<file path="src/rtl/stream_arb_pkg.sv">
// stream_arb_pkg: shared FSM state type and priority sizing for the QoS stream arbiter.
package stream_arb_pkg;
  typedef enum logic {IDLE, LOCKED} arb_state_t;
  function automatic int prio_width(input int qos_width);
    return qos_width + 1;
  endfunction
endpackage

</file>
<file path="src/rtl/qos_winner_select.sv">
// qos_winner_select: picks the valid stream with the highest effective QoS, round-robin among ties.
module qos_winner_select
  import stream_arb_pkg::*;
#(
  parameter int QOS_WIDTH    = 4,
  parameter int STREAM_COUNT = 2,
  parameter int ID_WIDTH     = $clog2(STREAM_COUNT)
) (
  input  logic [STREAM_COUNT-1:0][QOS_WIDTH-1:0] qos,
  input  logic [STREAM_COUNT-1:0]                valid,
  input  logic [ID_WIDTH-1:0]                    rr_ptr,
  output logic [ID_WIDTH-1:0]                    winner_id,
  output logic                                   any_valid
);
  localparam int PW = prio_width(QOS_WIDTH);
  logic [PW-1:0] best;
  logic [ID_WIDTH-1:0] idx;
  // qos 0 maps above every nonzero qos
  function automatic logic [PW-1:0] eff_prio(input logic [QOS_WIDTH-1:0] q);
    return (q == '0) ? {1'b1, {QOS_WIDTH{1'b0}}} : {1'b0, q};
  endfunction
  // scan starts just after rr_ptr; strict > keeps the earliest cyclic candidate on ties
  always_comb begin
    winner_id = '0;
    best = '0;
    idx = '0;
    any_valid = |valid;
    for (int k = 1; k <= STREAM_COUNT; k++) begin
      idx = ID_WIDTH'((int'(rr_ptr) + k) % STREAM_COUNT);
      if (valid[idx] && eff_prio(qos[idx]) > best) begin
        best = eff_prio(qos[idx]);
        winner_id = idx;
      end
    end
  end
endmodule

</file>
<file path="src/rtl/stream_arbiter_qos.sv">
// stream_arbiter_qos: N-to-1 packet arbiter, QoS priority with round-robin ties, registered output.
module stream_arbiter_qos
  import stream_arb_pkg::*;
#(
  parameter int T_DATA_WIDTH = 8,
  parameter int QOS_WIDTH    = 4,
  parameter int STREAM_COUNT = 2,
  parameter int ID_WIDTH     = $clog2(STREAM_COUNT)
) (
  input  logic                                      clk,
  input  logic                                      rst_n,
  input  logic [STREAM_COUNT-1:0][T_DATA_WIDTH-1:0] s_data_i,
  input  logic [STREAM_COUNT-1:0][QOS_WIDTH-1:0]    s_qos_i,
  input  logic [STREAM_COUNT-1:0]                   s_last_i,
  input  logic [STREAM_COUNT-1:0]                   s_valid_i,
  output logic [STREAM_COUNT-1:0]                   s_ready_o,
  output logic [T_DATA_WIDTH-1:0]                   m_data_o,
  output logic [QOS_WIDTH-1:0]                      m_qos_o,
  output logic [ID_WIDTH-1:0]                       m_id_o,
  output logic                                      m_last_o,
  output logic                                      m_valid_o,
  input  logic                                      m_ready_i
);
  arb_state_t state, state_nxt;
  logic [ID_WIDTH-1:0] grant, rr_ptr, winner_id;
  logic [QOS_WIDTH-1:0] pkt_qos;
  logic any_valid, take, accept;
  qos_winner_select #(
    .QOS_WIDTH(QOS_WIDTH),
    .STREAM_COUNT(STREAM_COUNT),
    .ID_WIDTH(ID_WIDTH)
  ) u_sel (
    .qos(s_qos_i),
    .valid(s_valid_i),
    .rr_ptr(rr_ptr),
    .winner_id(winner_id),
    .any_valid(any_valid)
  );
  always_comb begin
    take = (state == LOCKED) && (!m_valid_o || m_ready_i);
    accept = take && s_valid_i[grant];
    s_ready_o = take ? STREAM_COUNT'(1) << grant : '0;
    state_nxt = (state == IDLE) ? (any_valid ? LOCKED : IDLE) :
                ((accept && s_last_i[grant]) ? IDLE : LOCKED);
  end
  always_ff @(posedge clk or negedge rst_n) begin
    if (!rst_n) state <= IDLE;
    else state <= state_nxt;
  end
  // packet qos is latched at arbitration so the output beat fields only change on acceptance
  always_ff @(posedge clk or negedge rst_n) begin
    if (!rst_n) begin
      grant <= '0;
      rr_ptr <= ID_WIDTH'(STREAM_COUNT - 1);
      pkt_qos <= '0;
      m_data_o <= '0;
      m_qos_o <= '0;
      m_id_o <= '0;
      m_last_o <= 1'b0;
      m_valid_o <= 1'b0;
    end else begin
      if (state == IDLE && any_valid) begin
        grant <= winner_id;
        rr_ptr <= winner_id;
        pkt_qos <= s_qos_i[winner_id];
      end
      if (accept) begin
        m_data_o <= s_data_i[grant];
        m_qos_o <= pkt_qos;
        m_id_o <= grant;
        m_last_o <= s_last_i[grant];
        m_valid_o <= 1'b1;
      end else if (m_ready_i) m_valid_o <= 1'b0;
    end
  end
endmodule

</file>
<file path="config.mk">
export PLATFORM = sky130hd
export DESIGN_NAME = stream_arbiter_qos
export DESIGN_NICKNAME = d
export VERILOG_FILES = /design/src/rtl/stream_arb_pkg.sv /design/src/rtl/qos_winner_select.sv /design/src/rtl/stream_arbiter_qos.sv
export SDC_FILE = /design/constraint.sdc
export NUM_CORES = 1
export LEC_CHECK = 0
export BUFFER_PORTS_ARGS = -buffer_cell sky130_fd_sc_hd__buf_2
export CORE_MARGIN = 2
export CORE_UTILIZATION = 54
export CTS_BUF_LIST = sky130_fd_sc_hd__clkbuf_8
export CTS_CLUSTER_SIZE = 12
export DETAILED_ROUTE_END_ITERATION = 8
export MAX_ROUTING_LAYER = met4
export PLACE_DENSITY = 0.87
export SYNTH_ARGS = -nofsm -noshare
export SYNTH_HDL_FRONTEND = slang
export SYNTH_SLANG_ARGS = --single-unit
</file>
<file path="constraint.sdc">
create_clock -name clk -period 8.07 [get_ports clk]
set_input_delay 1.614 -clock clk [delete_from_list [all_inputs] [get_ports clk]]
set_output_delay 1.614 -clock clk [all_outputs]
set_load 0.1 [all_outputs]
</file>
==> impl_results.html, run 1 <==
<table>
<tr><th>Metric</th><th>Value</th></tr>
<tr><th colspan="2">Final layout</th></tr>
<tr><td>Area growth from synthesis to final layout</td><td>22.2%</td></tr>
<tr><td>Net count of the finished layout</td><td>214</td></tr>
<tr><td>Fraction of final layout cells with drive strength greater than 1</td><td>0.356</td></tr>
<tr><td>Antenna diode count</td><td>0</td></tr>
<tr><td>Final standard cell area without fillers</td><td>1590 µm²</td></tr>
<tr><th colspan="2">Yosys</th></tr>
<tr><td>Area share of xor/xnor cells in the synthesized design</td><td>0</td></tr>
<tr><td>Share of cell area taken by muxes after synthesis</td><td>0.148</td></tr>
<tr><td>Register bit total from synthesis</td><td>22</td></tr>
<tr><td>Compound-Gate Fraction of Synth Area</td><td>0.177</td></tr>
<tr><td>Area of the mapped netlist</td><td>1300 µm²</td></tr>
<tr><td>Synthesized netlist cell count</td><td>134</td></tr>
<tr><td>Synthesized area divided by synthesized cell count</td><td>9.69 µm²</td></tr>
<tr><td>Share of synthesized cell area in full adder, half adder and majority cells</td><td>0.0482</td></tr>
<tr><td>Post-synthesis net count</td><td>170</td></tr>
<tr><td>Main combinational cell family by area after synthesis</td><td>compound AO/OA/AOI/OAI gates</td></tr>
<tr><td>Total of warnings raised by yosys</td><td>0</td></tr>
<tr><td>Unique cell type count in the Yosys netlist</td><td>33</td></tr>
<tr><td>Area fraction in and, or, nand and nor cells after synthesis</td><td>0.155</td></tr>
<tr><td>Portion of the post-synthesis area used by sequential elements</td><td>0.425</td></tr>
<tr><th colspan="2">Timing</th></tr>
<tr><td>Slew margin rel.</td><td>0.558</td></tr>
<tr><td>Pins over their slew limit</td><td>0</td></tr>
<tr><td>Final hold violation count</td><td>0</td></tr>
<tr><td>Layout Skew</td><td>0.00437 ns</td></tr>
<tr><td>Setup TNS</td><td>0 ns</td></tr>
<tr><td>Fraction of the cycle the final worst path needs</td><td>0.525</td></tr>
<tr><td>Post-route minimum period</td><td>approximately 4.2 ns</td></tr>
<tr><td>Setup repair after global routing missed its margin</td><td>false</td></tr>
<tr><td>Max Clock Freq</td><td>0.236 GHz</td></tr>
<tr><td>Slew @ Worst Pin</td><td>0.661 ns</td></tr>
<tr><td>Final Setup Violations</td><td>0</td></tr>
<tr><th colspan="2">Clocking</th></tr>
<tr><td>Post-CTS Setup Inserts</td><td>0</td></tr>
<tr><td>CTS tree</td><td>built</td></tr>
<tr><td>Num CTS Buffers</td><td>3</td></tr>
<tr><td>Number of levels in the clock H-tree</td><td>1</td></tr>
<tr><td># resized after CTS</td><td>0</td></tr>
<tr><td>Later-pin clock latency in the skew report</td><td>0.26 ns</td></tr>
<tr><td>Hold buffers post-CTS</td><td>0</td></tr>
<tr><td>Number of clock sinks seen by CTS</td><td>22</td></tr>
<tr><td>Maximum clock path buffer count</td><td>2</td></tr>
<tr><td>Cell chosen for the clock root</td><td>sky130_fd_sc_hd__clkbuf_8</td></tr>
<tr><td>Clock transition at path regs</td><td>~0.080 ns</td></tr>
<tr><th colspan="2">Setup path</th></tr>
<tr><td>Max stage delay cell, worst path</td><td>sky130_fd_sc_hd__buf_2</td></tr>
<tr><td>Highest net fanout along the worst path</td><td>5</td></tr>
<tr><td>Buffer and inverter count on the worst path</td><td>2</td></tr>
<tr><td>CP startpoint kind</td><td>input pin</td></tr>
<tr><td>Type of element capturing the critical path</td><td>output port</td></tr>
<tr><td>Arrival time at the worst endpoint</td><td>2.62 ns</td></tr>
<tr><td>Slowest cell delay on critical path</td><td>approximately 0.44 ns</td></tr>
<tr><td>Most common cell on crit path</td><td>sky130_fd_sc_hd__buf_2</td></tr>
<tr><td>Category of cells accounting for the largest share of critical-path delay</td><td>buffers and inverters</td></tr>
<tr><td>Critical path class</td><td>input pin to output port</td></tr>
<tr><td>Worst Path Required</td><td>6.46 ns</td></tr>
<tr><td>Cell-by-cell listing of the critical path</td><td>buf_2 -&gt; nand2b_1 -&gt; and2_1 -&gt; nor2b_1 -&gt; buf_2</td></tr>
<tr><th colspan="2">Floorplanning</th></tr>
<tr><td>Die Y</td><td>53.0 µm</td></tr>
<tr><td>Total core area</td><td>2230 µm²</td></tr>
<tr><td>Horizontal extent of the die</td><td>~53 µm</td></tr>
<tr><td>Cell Rows</td><td>17</td></tr>
<tr><td>Die area</td><td>2810 µm²</td></tr>
<tr><td>I/O Pins</td><td>48</td></tr>
<tr><td>Initial Util</td><td>0.582</td></tr>
<tr><th colspan="2">Global routing</th></tr>
<tr><td>Overall global routing resource usage</td><td>0.248</td></tr>
<tr><td>Global-route wire length before repair</td><td>4890 µm</td></tr>
<tr><td>Overflow left after global routing</td><td>0</td></tr>
<tr><td>Vias in the first global route</td><td>1080</td></tr>
<tr><td>Initial antenna violation count</td><td>0</td></tr>
<tr><td>Pin count of the biggest net entering global routing</td><td>23</td></tr>
<tr><th colspan="2">Route</th></tr>
<tr><td>Final antenna-violating net count</td><td>0</td></tr>
<tr><td>Vias per cell</td><td>5.75</td></tr>
<tr><td>DRC</td><td>0</td></tr>
<tr><td>Post-DR wirelength/cell</td><td>14.3 µm</td></tr>
<tr><td>First-pass iteration count of the detailed router</td><td>4</td></tr>
<tr><td>Routed wire length</td><td>2940 µm</td></tr>
<tr><td>Initial DRC Count</td><td>25</td></tr>
<tr><td>Detailed-route via count</td><td>1179</td></tr>
<tr><th colspan="2">Outcome</th></tr>
<tr><td>Result of the run</td><td>completed</td></tr>
<tr><th colspan="2">Place</th></tr>
<tr><td>Routability Congestion</td><td>a little under 0.8</td></tr>
<tr><td>Port buffer count</td><td>47</td></tr>
<tr><td>Placed instance area</td><td>1530 µm²</td></tr>
<tr><td>Detail Placement HPWL</td><td>2230 µm</td></tr>
<tr><th colspan="2">Job</th></tr>
<tr><td>Max-cap check violation count</td><td>0</td></tr>
<tr><th colspan="2">Min path</th></tr>
<tr><td>Type of the worst min-delay path</td><td>flop to flop</td></tr>
</table>
==> synth_stat cells <==
library cell / count / share of area
sky130_fd_sc_hd__a32o_1: 1 / 0.0077
sky130_fd_sc_hd__a32oi_1: 3 / 0.020
sky130_fd_sc_hd__or2_2: 1 / 0.0048
sky130_fd_sc_hd__nand2_1: 18 / 0.052
sky130_fd_sc_hd__nand2b_1: 2 / 0.0096
sky130_fd_sc_hd__a31oi_1: 1 / 0.0048
sky130_fd_sc_hd__a41oi_1: 4 / 0.027
sky130_fd_sc_hd__nor2_1: 9 / 0.026
sky130_fd_sc_hd__o21ai_0: 7 / 0.027
sky130_fd_sc_hd__a21o_1: 1 / 0.0058
sky130_fd_sc_hd__inv_1: 6 / 0.017
sky130_fd_sc_hd__mux2_2: 8 / 0.069
sky130_fd_sc_hd__buf_6: 1 / 0.0087
sky130_fd_sc_hd__and2b_1: 1 / 0.0058
sky130_fd_sc_hd__buf_1: 2 / 0.0058
sky130_fd_sc_hd__a31o_1: 4 / 0.027
sky130_fd_sc_hd__a221o_1: 1 / 0.0077
sky130_fd_sc_hd__o21ai_1: 3 / 0.012
sky130_fd_sc_hd__dfrtp_1: 21 / 0.40
sky130_fd_sc_hd__ha_1: 5 / 0.048
sky130_fd_sc_hd__a21oi_1: 7 / 0.027
sky130_fd_sc_hd__and3_1: 2 / 0.0096
sky130_fd_sc_hd__clkbuf_1: 5 / 0.014
sky130_fd_sc_hd__dfstp_2: 1 / 0.020
sky130_fd_sc_hd__or3b_1: 1 / 0.0067
sky130_fd_sc_hd__and4_4: 1 / 0.0087
sky130_fd_sc_hd__nor4_1: 3 / 0.014
sky130_fd_sc_hd__and2_1: 1 / 0.0048
sky130_fd_sc_hd__nand3_1: 2 / 0.0077
sky130_fd_sc_hd__o2111ai_2: 1 / 0.012
sky130_fd_sc_hd__mux2_1: 2 / 0.017
sky130_fd_sc_hd__mux2i_1: 8 / 0.062
sky130_fd_sc_hd__nor2b_1: 1 / 0.0048
==> layout by cell type (no fill, tap or decap), types with 4 or more instances in the layout <==
cell,Yosys,layout
sky130_fd_sc_hd__buf_2,0,47
sky130_fd_sc_hd__dfrtp_1,21,21
sky130_fd_sc_hd__nand2_1,18,18
sky130_fd_sc_hd__nor2_1,9,9
sky130_fd_sc_hd__mux2_2,8,8
sky130_fd_sc_hd__mux2i_1,8,8
sky130_fd_sc_hd__o21ai_0,7,7
sky130_fd_sc_hd__a21oi_1,7,7
sky130_fd_sc_hd__inv_1,6,6
sky130_fd_sc_hd__ha_1,5,5
sky130_fd_sc_hd__a31o_1,4,4
sky130_fd_sc_hd__a41oi_1,4,4
sky130_fd_sc_hd__clkbuf_8,0,4
==> logic make-up (layout without fill, tap and decap cells) <==
logic type,after synthesis,count (layout)
buf+inv,14,57
simple gates,42,42
mux,18,18
compound gates,33,33
fa+ha+maj,5,5
flops,22,22
==> state kept, by name (all words and copies together) (netlist names) <==
name and cells:
pkt_qos 4, m_valid_o 1, m_last_o 1, state 1, m_data_o 8, m_id_o 1, m_qos_o 4, rr_ptr 1
grant 1
==> metal layers <==
metal  track usage  up-vias  share of wire
li1              -      570              -
met1         0.296      557           0.44
met2         0.427       47           0.49
met3        0.0254        5          0.051
met4         0.103        0          0.016
met5             -        -              0
==> path summary, 6_finish.rpt <==
check	startpoint	cells past startpoint	slack (ns)	end
worst max-delay path	m_ready_i	5	3.83	s_ready_o[0]
worst min-delay path	m_data_o[7]	2	0.48	m_data_o[7]
worst max register to register	rr_ptr	8	4.89	pkt_qos[2]
worst min register to register	m_data_o[7]	2	0.48	m_data_o[7]
max in group asynchronous	rst_n	1	6.41	rr_ptr
min in group asynchronous	rst_n	1	1.30	m_data_o[0]
==> per-stage QoR <==
stage	instances	worst slack (ns)	hold slack (ns)	util
floorplan	134	3.17	0.459	-
global placement	201	3.88	0.458	0.686
detailed placement	201	3.83	0.466	0.686
CTS	205	3.83	0.484	0.710
global route	205	3.74	0.507	0.710
finish	205	3.83	0.478	0.710
==> worst register-to-register path, stage by stage, from the launching register on <==
cell,delay (ns)
sky130_fd_sc_hd__dfstp_2,0.67
sky130_fd_sc_hd__mux2_2,0.39
sky130_fd_sc_hd__nor4_1,0.30
sky130_fd_sc_hd__ha_1,0.31
sky130_fd_sc_hd__and4_4,0.19
sky130_fd_sc_hd__a221o_1,0.35
sky130_fd_sc_hd__or3b_1,0.50
sky130_fd_sc_hd__a41oi_1,0.27
sky130_fd_sc_hd__a21oi_1,0.10
==> final cells by class <==
class	count	area, µm²
inverter	6	22.5
fill	175	647
sequential	22	552
timing repair buffer	47	235
clock buffer	4	55.1
tap	28	35.0
multi-input combinational	98	687
Power of run 1 is not shown: default switching activity piles up to over one toggle a cycle in this logic, so the estimate is an artifact.
==> run 2: changes to the inputs <==
--- a/config.mk
+++ b/config.mk
@@ -7,12 +7,12 @@
 export LEC_CHECK = 0
 export BUFFER_PORTS_ARGS = -buffer_cell sky130_fd_sc_hd__buf_2
 export CORE_MARGIN = 2
-export CORE_UTILIZATION = 54
+export CORE_UTILIZATION = 46
 export CTS_BUF_LIST = sky130_fd_sc_hd__clkbuf_8
 export CTS_CLUSTER_SIZE = 12
 export DETAILED_ROUTE_END_ITERATION = 8
 export MAX_ROUTING_LAYER = met4
-export PLACE_DENSITY = 0.87
+export PLACE_DENSITY = 0.79
 export SYNTH_ARGS = -nofsm -noshare
 export SYNTH_HDL_FRONTEND = slang
 export SYNTH_SLANG_ARGS = --single-unit
==> constraint.sdc (replaced) <==
create_clock -name clk -period 3.6 [get_ports clk]
set_input_delay 0.72 -clock clk [delete_from_list [all_inputs] [get_ports clk]]
set_output_delay 0.72 -clock clk [all_outputs]
set_load 0.1 [all_outputs]
==> impl_results.html, run 2 (same netlist as run 1, synthesis figures left out) <==
<table>
<tr><th>Metric</th><th>Value</th></tr>
<tr><th colspan="2">Timing</th></tr>
<tr><td>Fraction of the cycle the final worst path needs</td><td>0.888</td></tr>
<tr><td>Post-route minimum period</td><td>3.20 ns</td></tr>
<tr><td>Slew @ Worst Pin</td><td>0.667 ns (was 0.661 ns)</td></tr>
<tr><td>Setup repair after global routing missed its margin</td><td>false (unchanged)</td></tr>
<tr><td>Final hold violation count</td><td>0 (unchanged)</td></tr>
<tr><td>Final Setup Violations</td><td>0 (unchanged)</td></tr>
<tr><td>Layout Skew</td><td>0.00291 ns (was 0.00437 ns)</td></tr>
<tr><td>Slew margin rel.</td><td>0.554 (was 0.558)</td></tr>
<tr><td>Max Clock Freq</td><td>0.313 GHz</td></tr>
<tr><td>Pins over their slew limit</td><td>0 (unchanged)</td></tr>
<tr><td>Setup TNS</td><td>0 ns (unchanged)</td></tr>
<tr><th colspan="2">Final layout</th></tr>
<tr><td>Top flop regs</td><td>m_data_o: 8 flops, m_qos_o: 4 flops, pkt_qos: 4 flops (unchanged)</td></tr>
<tr><td>Most flops, register</td><td>m_data_o (unchanged)</td></tr>
<tr><td>Commonest non-fill, non-tap cell in the layout</td><td>sky130_fd_sc_hd__buf_2 (unchanged)</td></tr>
<tr><td>Fraction of final layout cells with drive strength greater than 1</td><td>0.350 (was 0.356)</td></tr>
<tr><td>Area growth from synthesis to final layout</td><td>21.7% (was 22.2%)</td></tr>
<tr><td>Highest-count cells in the layout ignoring fill and taps</td><td>47 x sky130_fd_sc_hd__buf_2, 21 x sky130_fd_sc_hd__dfrtp_1, 18 x sky130_fd_sc_hd__nand2_1 (unchanged)</td></tr>
<tr><td>Antenna diode count</td><td>0 (unchanged)</td></tr>
<tr><td>Number of flip-flops in the largest register</td><td>8 (unchanged)</td></tr>
<tr><td>Net count of the finished layout</td><td>214 (unchanged)</td></tr>
<tr><th colspan="2">Route</th></tr>
<tr><td>Post-DR wirelength/cell</td><td>14.3 µm (about the same)</td></tr>
<tr><td>Vias per cell</td><td>5.60 (was 5.75)</td></tr>
<tr><td>Initial DRC Count</td><td>43 (was 25)</td></tr>
<tr><td>DRC</td><td>0 (unchanged)</td></tr>
<tr><td>Detailed-route via count</td><td>1164 (was 1179)</td></tr>
<tr><td>Routed wire length</td><td>2970 µm (was 2940 µm)</td></tr>
<tr><td>First-pass iteration count of the detailed router</td><td>4 (unchanged)</td></tr>
<tr><td>Final antenna-violating net count</td><td>0 (unchanged)</td></tr>
<tr><th colspan="2">Min path</th></tr>
<tr><td>Type of the worst min-delay path</td><td>input pin to async pin (was flop to flop)</td></tr>
<tr><th colspan="2">Setup path</th></tr>
<tr><td>Worst Path Required</td><td>3.74 ns (was 6.46 ns)</td></tr>
<tr><td>Path depth of the worst reg2reg path</td><td>8 (unchanged)</td></tr>
<tr><td>Capturing point of the worst reg2reg path</td><td>pkt_qos[3] (was pkt_qos[2])</td></tr>
<tr><td>Arrival time at the worst endpoint</td><td>3.33 ns (was 2.62 ns)</td></tr>
<tr><td>Type of element capturing the critical path</td><td>flop (was output port)</td></tr>
<tr><td>Critical path class</td><td>flop to flop (was input pin to output port)</td></tr>
<tr><td>R2R setup slack</td><td>0.40 ns (was 4.89 ns)</td></tr>
<tr><td>Worst r2r src</td><td>rr_ptr (unchanged)</td></tr>
<tr><td>Critical path origin</td><td>rr_ptr (was m_ready_i)</td></tr>
<tr><td>Highest net fanout along the worst path</td><td>13 (was 5)</td></tr>
<tr><td>Crit path to</td><td>pkt_qos[3] (was s_ready_o[0])</td></tr>
<tr><td>CP startpoint kind</td><td>flop (was input pin)</td></tr>
<tr><th colspan="2">Job</th></tr>
<tr><td>Max-cap check violation count</td><td>0 (unchanged)</td></tr>
<tr><th colspan="2">Clocking</th></tr>
<tr><td>Cell chosen for the clock root</td><td>sky130_fd_sc_hd__clkbuf_8 (unchanged)</td></tr>
<tr><td>Clock transition at path regs</td><td>0.07 ns (was 0.08 ns)</td></tr>
<tr><td>Num CTS Buffers</td><td>3 (unchanged)</td></tr>
<tr><td>Post-CTS Setup Inserts</td><td>0 (unchanged)</td></tr>
<tr><td>Maximum clock path buffer count</td><td>2 (unchanged)</td></tr>
<tr><td>Number of clock sinks seen by CTS</td><td>22 (unchanged)</td></tr>
<tr><td>CTS tree</td><td>built (unchanged)</td></tr>
<tr><td>Number of levels in the clock H-tree</td><td>1 (unchanged)</td></tr>
<tr><td>Hold buffers post-CTS</td><td>0 (unchanged)</td></tr>
<tr><td>Later-pin clock latency in the skew report</td><td>0.25 ns (was 0.26 ns)</td></tr>
<tr><td># resized after CTS</td><td>0 (unchanged)</td></tr>
<tr><th colspan="2">Global routing</th></tr>
<tr><td>Initial antenna violation count</td><td>0 (unchanged)</td></tr>
<tr><td>Vias in the first global route</td><td>1115 (was 1080)</td></tr>
<tr><td>Overflow left after global routing</td><td>0 (unchanged)</td></tr>
<tr><td>Global-route wire length before repair</td><td>5000 µm (was 4890 µm)</td></tr>
<tr><td>Overall global routing resource usage</td><td>0.200 (was 0.248)</td></tr>
<tr><td>Pin count of the biggest net entering global routing</td><td>23 (unchanged)</td></tr>
<tr><th colspan="2">Floorplanning</th></tr>
<tr><td>Cell Rows</td><td>19 (was 17)</td></tr>
<tr><td>Initial Util</td><td>0.479 (was 0.582)</td></tr>
<tr><td>Total core area</td><td>2710 µm² (was 2230 µm²)</td></tr>
<tr><td>Horizontal extent of the die</td><td>57.1 µm (was 53.0 µm)</td></tr>
<tr><td>I/O Pins</td><td>48 (unchanged)</td></tr>
<tr><td>Die Y</td><td>57.1 µm (was 53.0 µm)</td></tr>
<tr><td>Die area</td><td>3260 µm² (was 2810 µm²)</td></tr>
<tr><th colspan="2">Place</th></tr>
<tr><td>Routability Congestion</td><td>0.934 (was 0.793)</td></tr>
<tr><td>Detail Placement HPWL</td><td>2270 µm (was 2230 µm)</td></tr>
<tr><td>Port buffer count</td><td>47 (unchanged)</td></tr>
<tr><th colspan="2">Outcome</th></tr>
<tr><td>Result of the run</td><td>completed (unchanged)</td></tr>
</table>
run 2: final cells by class:
type / count / area (µm²)
Tap cell: 31 / 38.8
Clock inverter: 1 / 3.75
Multi-Input combinational cell: 98 / 687
Timing Repair Buffer: 47 / 235
Inverter: 6 / 22.5
Sequential cell: 22 / 552
Fill cell: 256 / 1130
Clock buffer: 3 / 41.3
run 2: through the flow:
stage / setup slack (ns) / area, µm² / instances / hold WS (ns) / utilization
2_1_floorplan: 0.354 / 1300 / 134 / 0.424 / -
3_3_place_gp: 0.459 / 1540 / 204 / 0.457 / 0.566
3_5_place_dp: 0.368 / 1540 / 204 / 0.463 / 0.566
4_1_cts: 0.428 / 1580 / 208 / 0.430 / 0.583
5_1_grt: 0.251 / 1580 / 208 / 0.451 / 0.583
6_report: 0.405 / 1580 / 208 / 0.416 / 0.583
run 2: metal layers:
metal  vias up  track usage  wire [µm]
met1       531        0.261       1290
met2        53        0.314       1400
li1        570            -          -
met4         0       0.0897         80
met5         -            -          0
met3        10       0.0227        200
run 2: how the worst min path moves through the flow:
| stage | endpoint | depth (start not counted) | slack [ns] |
|---|---|---|---|
| floorplan | grant | 0 | 0.42 |
| global placement | m_data_o[4] | 2 | 0.46 |
| detailed placement | m_last_o | 2 | 0.46 |
| CTS | m_data_o[2] | 1 | 0.43 |
| global route | m_id_o | 1 | 0.45 |
| finish | m_data_o[6] | 1 | 0.42 |
run 2: worst max-delay path, cell delays in order (launching register included):
cell and delay [ns]:
sky130_fd_sc_hd__dfstp_2 0.68, sky130_fd_sc_hd__mux2_2 0.39, sky130_fd_sc_hd__nor4_1 0.29, sky130_fd_sc_hd__ha_1 0.30
sky130_fd_sc_hd__and4_4 0.19, sky130_fd_sc_hd__a221o_1 0.35, sky130_fd_sc_hd__or3b_1 0.50, sky130_fd_sc_hd__a41oi_1 0.27
sky130_fd_sc_hd__a21oi_1 0.10
Power of run 2 is left out for the same reason.
==> run 3: changes to the inputs <==
--- a/config.mk
+++ b/config.mk
@@ -6,13 +6,13 @@
 export NUM_CORES = 1
 export LEC_CHECK = 0
 export BUFFER_PORTS_ARGS = -buffer_cell sky130_fd_sc_hd__buf_2
-export CORE_MARGIN = 2
-export CORE_UTILIZATION = 46
+export CORE_UTILIZATION = 40
 export CTS_BUF_LIST = sky130_fd_sc_hd__clkbuf_8
 export CTS_CLUSTER_SIZE = 12
 export DETAILED_ROUTE_END_ITERATION = 8
 export MAX_ROUTING_LAYER = met4
-export PLACE_DENSITY = 0.79
+export PLACE_DENSITY = 0.7
 export SYNTH_ARGS = -nofsm -noshare
 export SYNTH_HDL_FRONTEND = slang
+export SYNTH_HIERARCHICAL = 1
 export SYNTH_SLANG_ARGS = --single-unit
==> impl_results.html, run 3 <==
<table>
<tr><th>Metric</th><th>Value</th></tr>
<tr><th colspan="2">Outcome</th></tr>
<tr><td>Result of the run</td><td>completed (unchanged)</td></tr>
<tr><th colspan="2">Clocking</th></tr>
<tr><td>Clock transition at path regs</td><td>0.09 ns (was 0.07 ns)</td></tr>
<tr><td>Number of clock sinks seen by CTS</td><td>22 (unchanged)</td></tr>
<tr><td>Number of levels in the clock H-tree</td><td>1 (unchanged)</td></tr>
<tr><td>CTS tree</td><td>built (unchanged)</td></tr>
<tr><td>Later-pin clock latency in the skew report</td><td>0.27 ns (was 0.25 ns)</td></tr>
<tr><td>Num CTS Buffers</td><td>3 (unchanged)</td></tr>
<tr><td>Maximum clock path buffer count</td><td>2 (unchanged)</td></tr>
<tr><td>Hold buffers post-CTS</td><td>0 (unchanged)</td></tr>
<tr><td>Cell chosen for the clock root</td><td>sky130_fd_sc_hd__clkbuf_8 (unchanged)</td></tr>
<tr><td># resized after CTS</td><td>0 (unchanged)</td></tr>
<tr><td>Post-CTS Setup Inserts</td><td>0 (unchanged)</td></tr>
<tr><th colspan="2">Yosys</th></tr>
<tr><td>Register bit total from synthesis</td><td>22 (unchanged)</td></tr>
<tr><td>Share of cell area taken by muxes after synthesis</td><td>0.267 (was 0.148)</td></tr>
<tr><td>Area share of the largest cell type after synthesis</td><td>0.394 (was 0.405)</td></tr>
<tr><td>Library cell occupying the most area in the post-synthesis netlist</td><td>sky130_fd_sc_hd__dfrtp_1 (unchanged)</td></tr>
<tr><td>Synthesized netlist cell count</td><td>116 (was 134)</td></tr>
<tr><td>Share of flip-flops with an asynchronous set or reset after synthesis</td><td>1.00 (unchanged)</td></tr>
<tr><td>Area of the mapped netlist</td><td>1330 µm² (was 1300 µm²)</td></tr>
<tr><td>Total of warnings raised by yosys</td><td>6 (was 0)</td></tr>
<tr><td>Area share of xor/xnor cells in the synthesized design</td><td>0 (unchanged)</td></tr>
<tr><td>Share of synthesized cell area in full adder, half adder and majority cells</td><td>0.0469 (was 0.0482)</td></tr>
<tr><td>Compound-Gate Fraction of Synth Area</td><td>0.114 (was 0.177)</td></tr>
<tr><td>Commonest cells in the netlist</td><td>21 x sky130_fd_sc_hd__dfrtp_1, 17 x sky130_fd_sc_hd__mux2_2, 11 x sky130_fd_sc_hd__nand2_1 (was 21 x sky130_fd_sc_hd__dfrtp_1, 18 x sky130_fd_sc_hd__nand2_1, 9 x sky130_fd_sc_hd__nor2_1)</td></tr>
<tr><td>Most frequent cell after synthesis</td><td>sky130_fd_sc_hd__dfrtp_1 (unchanged)</td></tr>
<tr><td>Area fraction in and, or, nand and nor cells after synthesis</td><td>0.115 (was 0.155)</td></tr>
<tr><td>Synthesized area divided by synthesized cell count</td><td>11.5 µm² (was 9.69 µm²)</td></tr>
<tr><td>Unique cell type count in the Yosys netlist</td><td>39 (was 33)</td></tr>
<tr><td>EDFF count, synth</td><td>0 (unchanged)</td></tr>
<tr><td>Main combinational cell family by area after synthesis</td><td>multiplexers (was compound AO/OA/AOI/OAI gates)</td></tr>
<tr><td>Portion of the post-synthesis area used by sequential elements</td><td>0.414 (was 0.425)</td></tr>
<tr><td>Post-synthesis net count</td><td>152 (was 170)</td></tr>
<tr><td>Post-synth top flop</td><td>sky130_fd_sc_hd__dfrtp_1 (unchanged)</td></tr>
<tr><td>Top cells by area, synth</td><td>sky130_fd_sc_hd__dfrtp_1 39%, sky130_fd_sc_hd__mux2_2 14%, sky130_fd_sc_hd__mux2_4 7.9% (was sky130_fd_sc_hd__dfrtp_1 40%, sky130_fd_sc_hd__mux2_2 6.9%, sky130_fd_sc_hd__mux2i_1 6.2%)</td></tr>
<tr><th colspan="2">Route</th></tr>
<tr><td>Post-DR wirelength/cell</td><td>13.1 µm (was 14.3 µm)</td></tr>
<tr><td>First-pass iteration count of the detailed router</td><td>4 (unchanged)</td></tr>
<tr><td>Vias per cell</td><td>5.16 (was 5.60)</td></tr>
<tr><td>Initial DRC Count</td><td>19 (was 43)</td></tr>
<tr><td>DRC</td><td>0 (unchanged)</td></tr>
<tr><td>Final antenna-violating net count</td><td>0 (unchanged)</td></tr>
<tr><td>Routed wire length</td><td>2680 µm (was 2970 µm)</td></tr>
<tr><td>Detailed-route via count</td><td>1058 (was 1164)</td></tr>
<tr><th colspan="2">Setup path</th></tr>
<tr><td>Highest net fanout along the worst path</td><td>10 (was 13)</td></tr>
<tr><td>Path depth of the worst reg2reg path</td><td>10 (was 8)</td></tr>
<tr><td>Type of element capturing the critical path</td><td>flop (unchanged)</td></tr>
<tr><td>Slowest cell delay on critical path</td><td>0.66 ns (was 0.68 ns)</td></tr>
<tr><td>Critical path class</td><td>flop to flop (unchanged)</td></tr>
<tr><td>Max stage delay cell, worst path</td><td>sky130_fd_sc_hd__dfstp_2 (unchanged)</td></tr>
<tr><td>Critical path origin</td><td>rr_ptr (unchanged)</td></tr>
<tr><td>Worst r2r src</td><td>rr_ptr (unchanged)</td></tr>
<tr><td>Cell-by-cell listing of the critical path</td><td>inv_4 -&gt; or4_1 -&gt; o22ai_1 -&gt; o21ai_1 -&gt; ha_1 -&gt; a31oi_1 -&gt; a2111o_1 -&gt; o211a_1 -&gt; mux2i_1 -&gt; o21ai_0 (was mux2_2 -&gt; nor4_1 -&gt; ha_1 -&gt; and4_4 -&gt; a221o_1 -&gt; or3b_1 -&gt; a41oi_1 -&gt; a21oi_1)</td></tr>
<tr><td>Worst Path Required</td><td>3.73 ns (was 3.74 ns)</td></tr>
<tr><td>Capturing point of the worst reg2reg path</td><td>pkt_qos[0] (was pkt_qos[3])</td></tr>
<tr><td>Arrival time at the worst endpoint</td><td>3.04 ns (was 3.33 ns)</td></tr>
<tr><td>R2R setup slack</td><td>0.69 ns (was 0.40 ns)</td></tr>
<tr><td>Category of cells accounting for the largest share of critical-path delay</td><td>compound AO/OA/AOI/OAI gates (was simple AND/OR/NAND/NOR gates)</td></tr>
<tr><td>Buffer and inverter count on the worst path</td><td>1 (was 0)</td></tr>
<tr><td>CP startpoint kind</td><td>flop (unchanged)</td></tr>
<tr><th colspan="2">Timing</th></tr>
<tr><td>Setup WS post-layout</td><td>0.688 ns (was 0.405 ns)</td></tr>
<tr><td>Final hold violation count</td><td>0 (unchanged)</td></tr>
<tr><td>Fraction of the cycle the final worst path needs</td><td>0.809 (was 0.888)</td></tr>
<tr><td>Layout Skew</td><td>0.0129 ns (was 0.00291 ns)</td></tr>
<tr><td>Pins over their slew limit</td><td>0 (unchanged)</td></tr>
<tr><td>Post-route minimum period</td><td>2.91 ns (was 3.20 ns)</td></tr>
<tr><td>Slew margin rel.</td><td>0.588 (was 0.554)</td></tr>
<tr><td>Worst hold margin</td><td>0.394 ns (was 0.416 ns)</td></tr>
<tr><td>Max Clock Freq</td><td>0.343 GHz (was 0.313 GHz)</td></tr>
<tr><td>Slew @ Worst Pin</td><td>0.614 ns (was 0.667 ns)</td></tr>
<tr><td>Final Setup Violations</td><td>0 (unchanged)</td></tr>
<tr><td>Setup TNS</td><td>0 ns (unchanged)</td></tr>
<tr><td>Setup repair after global routing missed its margin</td><td>false (unchanged)</td></tr>
<tr><th colspan="2">Place</th></tr>
<tr><td>Worst setup timing slack at the placement stage</td><td>0.575 ns (was 0.368 ns)</td></tr>
<tr><td>Number of placed instances, taps included</td><td>201 (was 204)</td></tr>
<tr><td>Routability Congestion</td><td>0.846 (was 0.934)</td></tr>
<tr><td>Detail Placement HPWL</td><td>2040 µm (was 2270 µm)</td></tr>
<tr><td>Port buffer count</td><td>47 (unchanged)</td></tr>
<tr><th colspan="2">Global routing</th></tr>
<tr><td>Global-route wire length before repair</td><td>4320 µm (was 5000 µm)</td></tr>
<tr><td>Overflow left after global routing</td><td>0 (unchanged)</td></tr>
<tr><td>Vias in the first global route</td><td>977 (was 1115)</td></tr>
<tr><td>Overall global routing resource usage</td><td>0.165 (was 0.200)</td></tr>
<tr><td>Initial antenna violation count</td><td>0 (unchanged)</td></tr>
<tr><td>Pin count of the biggest net entering global routing</td><td>23 (unchanged)</td></tr>
<tr><th colspan="2">Final layout</th></tr>
<tr><td>Area taken by flip-flops and latches</td><td>552 µm² (unchanged)</td></tr>
<tr><td>Number of filler cells placed in the layout</td><td>287 (was 256)</td></tr>
<tr><td>Highest-count cells in the layout ignoring fill and taps</td><td>47 x sky130_fd_sc_hd__buf_2, 21 x sky130_fd_sc_hd__dfrtp_1, 17 x sky130_fd_sc_hd__mux2_2 (was 47 x sky130_fd_sc_hd__buf_2, 21 x sky130_fd_sc_hd__dfrtp_1, 18 x sky130_fd_sc_hd__nand2_1)</td></tr>
<tr><td>Commonest non-fill, non-tap cell in the layout</td><td>sky130_fd_sc_hd__buf_2 (unchanged)</td></tr>
<tr><td>Most flops, register</td><td>m_data_o (unchanged)</td></tr>
<tr><td>Net count of the finished layout</td><td>198 (was 214)</td></tr>
<tr><td>Antenna diode count</td><td>0 (unchanged)</td></tr>
<tr><td>Fraction of final layout cells with drive strength greater than 1</td><td>0.503 (was 0.350)</td></tr>
<tr><td>Top flop regs</td><td>m_data_o: 8 flops, m_qos_o: 4 flops, pkt_qos: 4 flops (unchanged)</td></tr>
<tr><td>Area used by multi-input combinational logic</td><td>724 µm² (was 687 µm²)</td></tr>
<tr><td>Area growth from synthesis to final layout</td><td>24.1% (was 21.7%)</td></tr>
<tr><td>Number of flip-flops in the largest register</td><td>8 (unchanged)</td></tr>
<tr><td>Layout Cells excl Fill</td><td>205 (was 208)</td></tr>
<tr><th colspan="2">Floorplanning</th></tr>
<tr><td>Cell Rows</td><td>20 (was 19)</td></tr>
<tr><td>I/O Pins</td><td>48 (unchanged)</td></tr>
<tr><td>Initial Util</td><td>0.430 (was 0.479)</td></tr>
<tr><td>Horizontal extent of the die</td><td>59.7 µm (was 57.1 µm)</td></tr>
<tr><td>Die area</td><td>3570 µm² (was 3260 µm²)</td></tr>
<tr><td>Total core area</td><td>3100 µm² (was 2710 µm²)</td></tr>
<tr><td>Die Y</td><td>59.7 µm (was 57.1 µm)</td></tr>
<tr><th colspan="2">Min path</th></tr>
<tr><td>Type of the worst min-delay path</td><td>input pin to async pin (unchanged)</td></tr>
<tr><th colspan="2">Job</th></tr>
<tr><td>Max-cap check violation count</td><td>0 (unchanged)</td></tr>
</table>
[run 3: changes by cell type after synthesis, sizes merged, moves of 3 or more]
cell,change
mux2,+14
nand2,-7
a21oi,-6
nor2,-5
a31o,-4
a41oi,-4
clkbuf,-4
o21ai,-4
a32oi,-3
[run 3: cell type report]
cell class | count | share of cell area
clock inverters | 1 | 0.0181
well taps | 44 | 0.0333
multi-input cells | 84 | 0.438
clock buffers | 3 | 0.0249
inverters | 4 | 0.0106
flip-flops and latches | 22 | 0.333
repair buffers | 47 | 0.142
[run 3: worst max-delay path by stage]
stage	to	slack, ns	cells after the start
finish	pkt_qos[0]	0.69	10
global route	pkt_qos[0]	0.54	10
CTS	pkt_qos[2]	0.71	10
detailed placement	pkt_qos[2]	0.57	10
global placement	pkt_qos[1]	0.64	10
floorplan	s_ready_o[0]	0.45	3
[run 3: metal layers]
metal / GRT usage / vias up / part of all wire
li1: - / 516 / -
met1: 0.204 / 495 / 0.45
met2: 0.271 / 42 / 0.47
met3: 0.0216 / 5 / 0.056
met4: 0.0698 / 0 / 0.017
met5: - / - / 0
[run 3: through the flow]
stage                util  instance area, µm²
floorplan               -                1330
global placement    0.510                1580
detailed placement  0.510                1580
CTS                 0.533                1660
global route        0.533                1660
finish              0.533                1660
[run 3: worst register-to-register path, cell delays in order, from the launching register on]
cell                       delay (ns)
sky130_fd_sc_hd__dfstp_2         0.66
sky130_fd_sc_hd__inv_4           0.06
sky130_fd_sc_hd__or4_1           0.51
sky130_fd_sc_hd__o22ai_1         0.15
sky130_fd_sc_hd__o21ai_1         0.10
sky130_fd_sc_hd__ha_1            0.31
sky130_fd_sc_hd__a31oi_1         0.24
sky130_fd_sc_hd__a2111o_1        0.17
sky130_fd_sc_hd__o211a_1         0.28
sky130_fd_sc_hd__mux2i_1         0.22
sky130_fd_sc_hd__o21ai_0         0.09
[run 3: kinds of logic after synthesis]
group | count (synthesis)
buffers and inverters | 10
multiplexers | 30
AND/OR/NAND/NOR | 29
AO/OA/AOI/OAI | 20
flip-flops | 22
adder cells (fa/ha/maj) | 5
Power of run 3 is left out for the same reason.
